==> config.mk <==
export PLATFORM = sky130hd
export DESIGN_NAME = riscv_crypto_issue
export DESIGN_NICKNAME = d
export VERILOG_FILES = /design/src/rtl/riscv_crypto_issue.sv
export SDC_FILE = /design/constraint.sdc
export NUM_CORES = 1
export LEC_CHECK = 0
export ABC_AREA = 1
export CELL_PAD_IN_SITES_DETAIL_PLACEMENT = 1
export CELL_PAD_IN_SITES_GLOBAL_PLACEMENT = 2
export CORE_MARGIN = 1.5
export CORE_UTILIZATION = 30
export CTS_BUF_LIST = sky130_fd_sc_hd__clkbuf_8
export DETAILED_ROUTE_END_ITERATION = 7
export HOLD_SLACK_MARGIN = 0.02
export PLACE_DENSITY_LB_ADDON = 0.3
export SYNTH_ARGS = -nofsm -noshare
export SYNTH_HDL_FRONTEND = slang
export SYNTH_SLANG_ARGS = --single-unit
export TNS_END_PERCENT = 50
==> constraint.sdc <==
create_clock -name clk -period 4.65 [get_ports clk]
set_clock_uncertainty 0.2 [all_clocks]
set_input_delay 0.6975 -clock clk [delete_from_list [all_inputs] [get_ports clk]]
set_output_delay 0.6975 -clock clk [all_outputs]
set_load 0.1 [all_outputs]
==> src/rtl/riscv_crypto_issue.sv <==
// rtl/riscv_crypto_issue.sv - scalar-crypto issue stage: RV32 decode into a 2-entry FIFO
// Decodes AES32/SHA256/SHA512/SM3/SM4 encodings into a one-hot control bus.
module riscv_crypto_issue #(
  parameter bit ILLEGAL_FWD = 1'b1
) (
  input  logic        clk,
  input  logic        rst,
  input  logic        in_valid,
  output logic        in_ready,
  input  logic [31:0] in_instr,
  input  logic [31:0] in_rs1,
  input  logic [31:0] in_rs2,
  input  logic [4:0]  in_rd,
  output logic        out_valid,
  input  logic        out_ready,
  output logic [19:0] out_instruction,
  output logic [31:0] out_rs1,
  output logic [31:0] out_rs2,
  output logic [4:0]  out_rd,
  output logic        out_illegal,
  output logic [15:0] illegal_count
);

  typedef struct packed {
    logic [19:0] instr;
    logic [31:0] rs1;
    logic [31:0] rs2;
    logic [4:0]  rd;
    logic        illegal;
  } entry_t;

  logic [6:0]  opcode;
  logic [2:0]  funct3;
  logic [6:0]  funct7;
  logic [11:0] funct12;
  logic        unused_fields;

  assign opcode        = in_instr[6:0];
  assign funct3        = in_instr[14:12];
  assign funct7        = in_instr[31:25];
  assign funct12       = in_instr[31:20];
  assign unused_fields = ^{in_instr[19:15], in_instr[11:7]};

  logic [17:0] dec_ops;
  logic        dec_bs;
  logic        dec_illegal;
  logic [19:0] dec_instr;

  // bs-carrying ops have funct7[4]=1 while the sha512 group has funct7[4:3]=01, so both cases never overlap
  always_comb begin
    dec_ops = '0;
    dec_bs  = 1'b0;
    if (opcode == 7'b0110011 && funct3 == 3'b000) begin
      case (funct7[4:0])
        5'b10001: begin dec_ops[17] = 1'b1; dec_bs = 1'b1; end
        5'b10011: begin dec_ops[16] = 1'b1; dec_bs = 1'b1; end
        5'b10101: begin dec_ops[15] = 1'b1; dec_bs = 1'b1; end
        5'b10111: begin dec_ops[14] = 1'b1; dec_bs = 1'b1; end
        5'b11000: begin dec_ops[0]  = 1'b1; dec_bs = 1'b1; end
        5'b11010: begin dec_ops[1]  = 1'b1; dec_bs = 1'b1; end
        default: ;
      endcase
      case (funct7)
        7'h28:   dec_ops[9] = 1'b1;
        7'h29:   dec_ops[8] = 1'b1;
        7'h2A:   dec_ops[7] = 1'b1;
        7'h2B:   dec_ops[5] = 1'b1;
        7'h2E:   dec_ops[6] = 1'b1;
        7'h2F:   dec_ops[4] = 1'b1;
        default: ;
      endcase
    end else if (opcode == 7'b0010011 && funct3 == 3'b001) begin
      case (funct12)
        12'h100: dec_ops[11] = 1'b1;
        12'h101: dec_ops[10] = 1'b1;
        12'h102: dec_ops[13] = 1'b1;
        12'h103: dec_ops[12] = 1'b1;
        12'h108: dec_ops[3]  = 1'b1;
        12'h109: dec_ops[2]  = 1'b1;
        default: ;
      endcase
    end
    dec_illegal = (dec_ops == '0);
    dec_instr   = {(dec_bs ? in_instr[31:30] : 2'b00), dec_ops};
  end

  entry_t      mem_q [2];
  entry_t      mem_d [2];
  logic        wr_ptr_q, wr_ptr_d;
  logic        rd_ptr_q, rd_ptr_d;
  logic [1:0]  count_q, count_d;
  logic        in_ready_q, in_ready_d;
  logic [15:0] illegal_count_q, illegal_count_d;
  logic        accept, push, pop;

  always_comb begin
    accept   = in_valid & in_ready_q;
    push     = accept & (~dec_illegal | ILLEGAL_FWD);
    pop      = (count_q != 2'd0) & out_ready;
    mem_d    = mem_q;
    wr_ptr_d = wr_ptr_q;
    rd_ptr_d = rd_ptr_q;
    count_d  = count_q;
    if (push) begin
      mem_d[wr_ptr_q] = {dec_instr, in_rs1, in_rs2, in_rd, dec_illegal};
      wr_ptr_d        = ~wr_ptr_q;
    end
    if (pop) begin
      rd_ptr_d = ~rd_ptr_q;
    end
    case ({push, pop})
      2'b10:   count_d = count_q + 2'd1;
      2'b01:   count_d = count_q - 2'd1;
      default: count_d = count_q;
    endcase
    // registered ready: decided from the occupancy the FIFO will have next cycle
    in_ready_d = (count_d < 2'd2);
    illegal_count_d = illegal_count_q;
    if (accept && dec_illegal && illegal_count_q != 16'hFFFF) begin
      illegal_count_d = illegal_count_q + 16'd1;
    end
  end

  always_ff @(posedge clk) begin
    if (rst) begin
      mem_q[0]        <= '0;
      mem_q[1]        <= '0;
      wr_ptr_q        <= 1'b0;
      rd_ptr_q        <= 1'b0;
      count_q         <= 2'd0;
      in_ready_q      <= 1'b0;
      illegal_count_q <= 16'd0;
    end else begin
      mem_q           <= mem_d;
      wr_ptr_q        <= wr_ptr_d;
      rd_ptr_q        <= rd_ptr_d;
      count_q         <= count_d;
      in_ready_q      <= in_ready_d;
      illegal_count_q <= illegal_count_d;
    end
  end

  entry_t head;
  assign head            = mem_q[rd_ptr_q];
  assign in_ready        = in_ready_q;
  assign out_valid       = (count_q != 2'd0);
  assign out_instruction = head.instr;
  assign out_rs1         = head.rs1;
  assign out_rs2         = head.rs2;
  assign out_rd          = head.rd;
  assign out_illegal     = head.illegal;
  assign illegal_count   = illegal_count_q;

endmodule
==> results.md <==
- Critical Path RT: 3750 ps
- Post-synth ARST share: 0%
- Max rail drop VDD: 0.231 mV
- Vias post-DR: 8308
- RR Endpoint: illegal_count[14]
- Filler Cell Count: 3564
- Remaining antenna violation count after routing: 0
- H-tree depth: 2
- Number of global-route vias before repair: 8589
- CTS tree: done
- Hold crit path type: reg2reg
- WHS Path Cells: 2
- Final Non-Filler Cells: about 1800
- Leak Pwr: 4.50 nW
- Finish-stage setup viols: 0
- Placed Cells incl. Taps: roughly 1700
- Netlist cell types: 34
- Clock-pin slew of the registers on the worst-case setup and hold paths: roughly 50 ps
- Crit Path Category: reg2out
- Xor/xnor share of the synthesized area: 1.22%
- Post-Syn Area: slightly below 0.009 mm²
- # DRC: 0
- P&R area growth vs syn: 32.6%
- Sw Pwr: 0.00271 W
- Synth warnings: 0
- Fmax: 302 MHz
- Clock Root Buffer: clkbuf_8
- Hold Path End: mem_q[27]
- Placer Congestion: 0.770
- First DRT Iteration DRCs: 340
- Worst skew pair latency: 500 ps
- Antenna violations before repair: 1
- Final nets: 1491
- Maximum buffer depth of the clock tree: 3
- Synth area leaders: dfxtp_1, o21ai_0, nand2_1
- Postcts setup bufs: 0
- Syn nets: 1310
- Port Buf Inserts: 202
- Worst slew pin tran: about 1100 ps
- Die area: 0.0298 mm²
- I/O pin cnt: ~210
- Reg2Reg Setup Slack: about 2000 ps
- Final Hold Viols: 0
- Multi-input gate area: between 0.003 and 0.004 mm²
- Startpoint Class: flip-flop
- Max cap viols: 0
- CTS sink cnt: 201
- Starting density of the core: 30.8%
- HPWL after DPL: 17100 µm
- Total wire length: roughly 27000 µm
- Fin crit share: 71.2%
- PwrDens: 525 mW/mm²
- Relative slew margins: 26.1%
- Fin crit period: approximately 3300 ps
- Post-CTS Hold Buffers: 0
- CP Data Arrival Time: 2410 ps
- Most frequent cell after synthesis: o21ai_0
- Post-Synth Adder-Cell Area: 0.289%
- Syn_area_per_cell: a little over 7 µm²
- Register area share after synthesis: 46.5%
- Hold WS: 269 ps
- Post-synth EDFFs: 0
- Multiplexer share of the synthesized area: 0%
- Syn Inst Count: between 1000 and 1500
- Compound-cell area share of the yosys netlist: 20.0%
- Clock power share: 27.7%
- Final TNS setup: 0 ps
- Flop and latch count out of synthesis: 201
- Vias per cell: about 4.6
- Register area: 0.00402 mm²
- Chip Height: 173 µm
- GRT Total Usage: 18.3%
- Reg2Reg Depth: 9
- Total power: 0.00602 W
- WL/cell: between 15 and 20 µm
- Combinational family with the most area after synthesis: simple AND/OR/NAND/NOR gates
- Switching portion of total power: 45.0%
- Core area: about 0.028 mm²
- First-pass detailed-route iteration total: 4
- First-pass GRT wire length: roughly 45000 µm
- Synth area leader: dfxtp_1
- RSZ-0062 raised after global routing: false
- Maximum fanout along the worst path: 86
- Fin. max-slew vios: 0
- Comb pwr share: around two fifths
- Flop pwr share: 33.1%
- Top cell type's share of synthesized area: 46.5%
- Synth top cells by count: o21ai_0, nand2_1, dfxtp_1
- CTS buffer count: 38
- Pin count of the biggest net entering global routing: 111
- Gates resized, CTS repair: 0
- Synth Area in Simple Gates: about 22%
- Rows: 61
- Grt ovf: 0
- Ratio of cells with drive above 1 in the final layout: 14.7%
- Outcome: completed
- Die W: ~170 µm
- Cell-internal power: 0.00331 W
- Reg-to-Reg Start: illegal_count[0]
- Min-delay src: mem_q[27]
- Top FF cell, synth: dfxtp_1
- Crit end category: output port
## flip-flops by register name, indices dropped and copies added, names as in the netlist
register	cells
wr_ptr_q	1
in_ready	1
illegal_count	16
mem_q	180
rd_ptr_q	1
count_q	2
## stage by stage
| step | util, % | cell area (µm²) | worst slack (ps) |
|---|---|---|---|
| detailed placement | 38.2 | 10700 | 1330 |
| global route | 40.8 | 11500 | 1100 |
| global placement | 38.2 | 10700 | 1390 |
| CTS | 40.8 | 11500 | 1250 |
| finish | 40.8 | 11500 | 1340 |
| floorplan | - | 8650 | 731 |
## placed cells by master, fill, tap and decap left out, drive strengths merged, types with 3 or more instances in the layout
cell type / Yosys / layout
nand3: 34 / 34
o21ai: 240 / 240
xor2: 10 / 10
o22ai: 32 / 32
nand4: 5 / 5
clkbuf: 52 / 48
inv: 147 / 162
nand2: 231 / 231
nor4: 5 / 5
nor2: 158 / 158
clkinv: 2 / 3
a21oi: 55 / 55
buf: 18 / 99
clkdlybuf4s50: 0 / 112
nor3: 4 / 4
dfxtp: 201 / 201
## worst max-delay path by stage
stage             start  cells past startpoint  slack (ps)          end
6_report       rd_ptr_q                      5        1340  out_rs1[22]
5_1_grt        rd_ptr_q                      5        1100  out_rs1[22]
4_1_cts        rd_ptr_q                      5        1250  out_rs1[15]
3_5_place_dp   in_valid                      8        1330    mem_q[77]
3_3_place_gp   in_valid                      8        1390    mem_q[81]
2_1_floorplan  rd_ptr_q                      4         730    out_rd[0]
## area by class of cell
cell class                 count  area share, %
antenna                        2         0.0437
clock buffer                  48           5.76
clock inverter                16          0.589
inverter                     149           4.90
multi-input combinational    783           33.0
sequential                   201           35.1
tap                          378           4.13
timing repair buffer         211           16.5
## cells by family after synthesis
family | after synthesis
xor+xnor | 12
simple gates | 441
flops | 201
fa+ha+maj | 2
buf+inv | 219
compound gates | 328
## critical path, stage by stage (launching register included)
cell and delay [ps]:
dfxtp_1 350, inv_4 610, buf_4 390, nand2_1 70, o21ai_0 130, buf_4 350
## power groups by stage
stage,combinational [W],sequential [W],clock [W]
2_1_floorplan,0.00177,0.00205,0
3_3_place_gp,0.00236,0.00202,0
3_5_place_dp,0.00238,0.00203,0
4_1_cts,0.00239,0.00199,0.00173
5_1_grt,0.00251,0.00201,0.00182
6_report,0.00236,0.00199,0.00167
## metal layers
metal,GRT usage (%),part of all wire (%)
met1,24.2,47
met2,30.1,45
met3,4.22,5.4
met4,4.75,2.0
met5,0,0
Note: power is estimated with default switching activity, not from simulation.
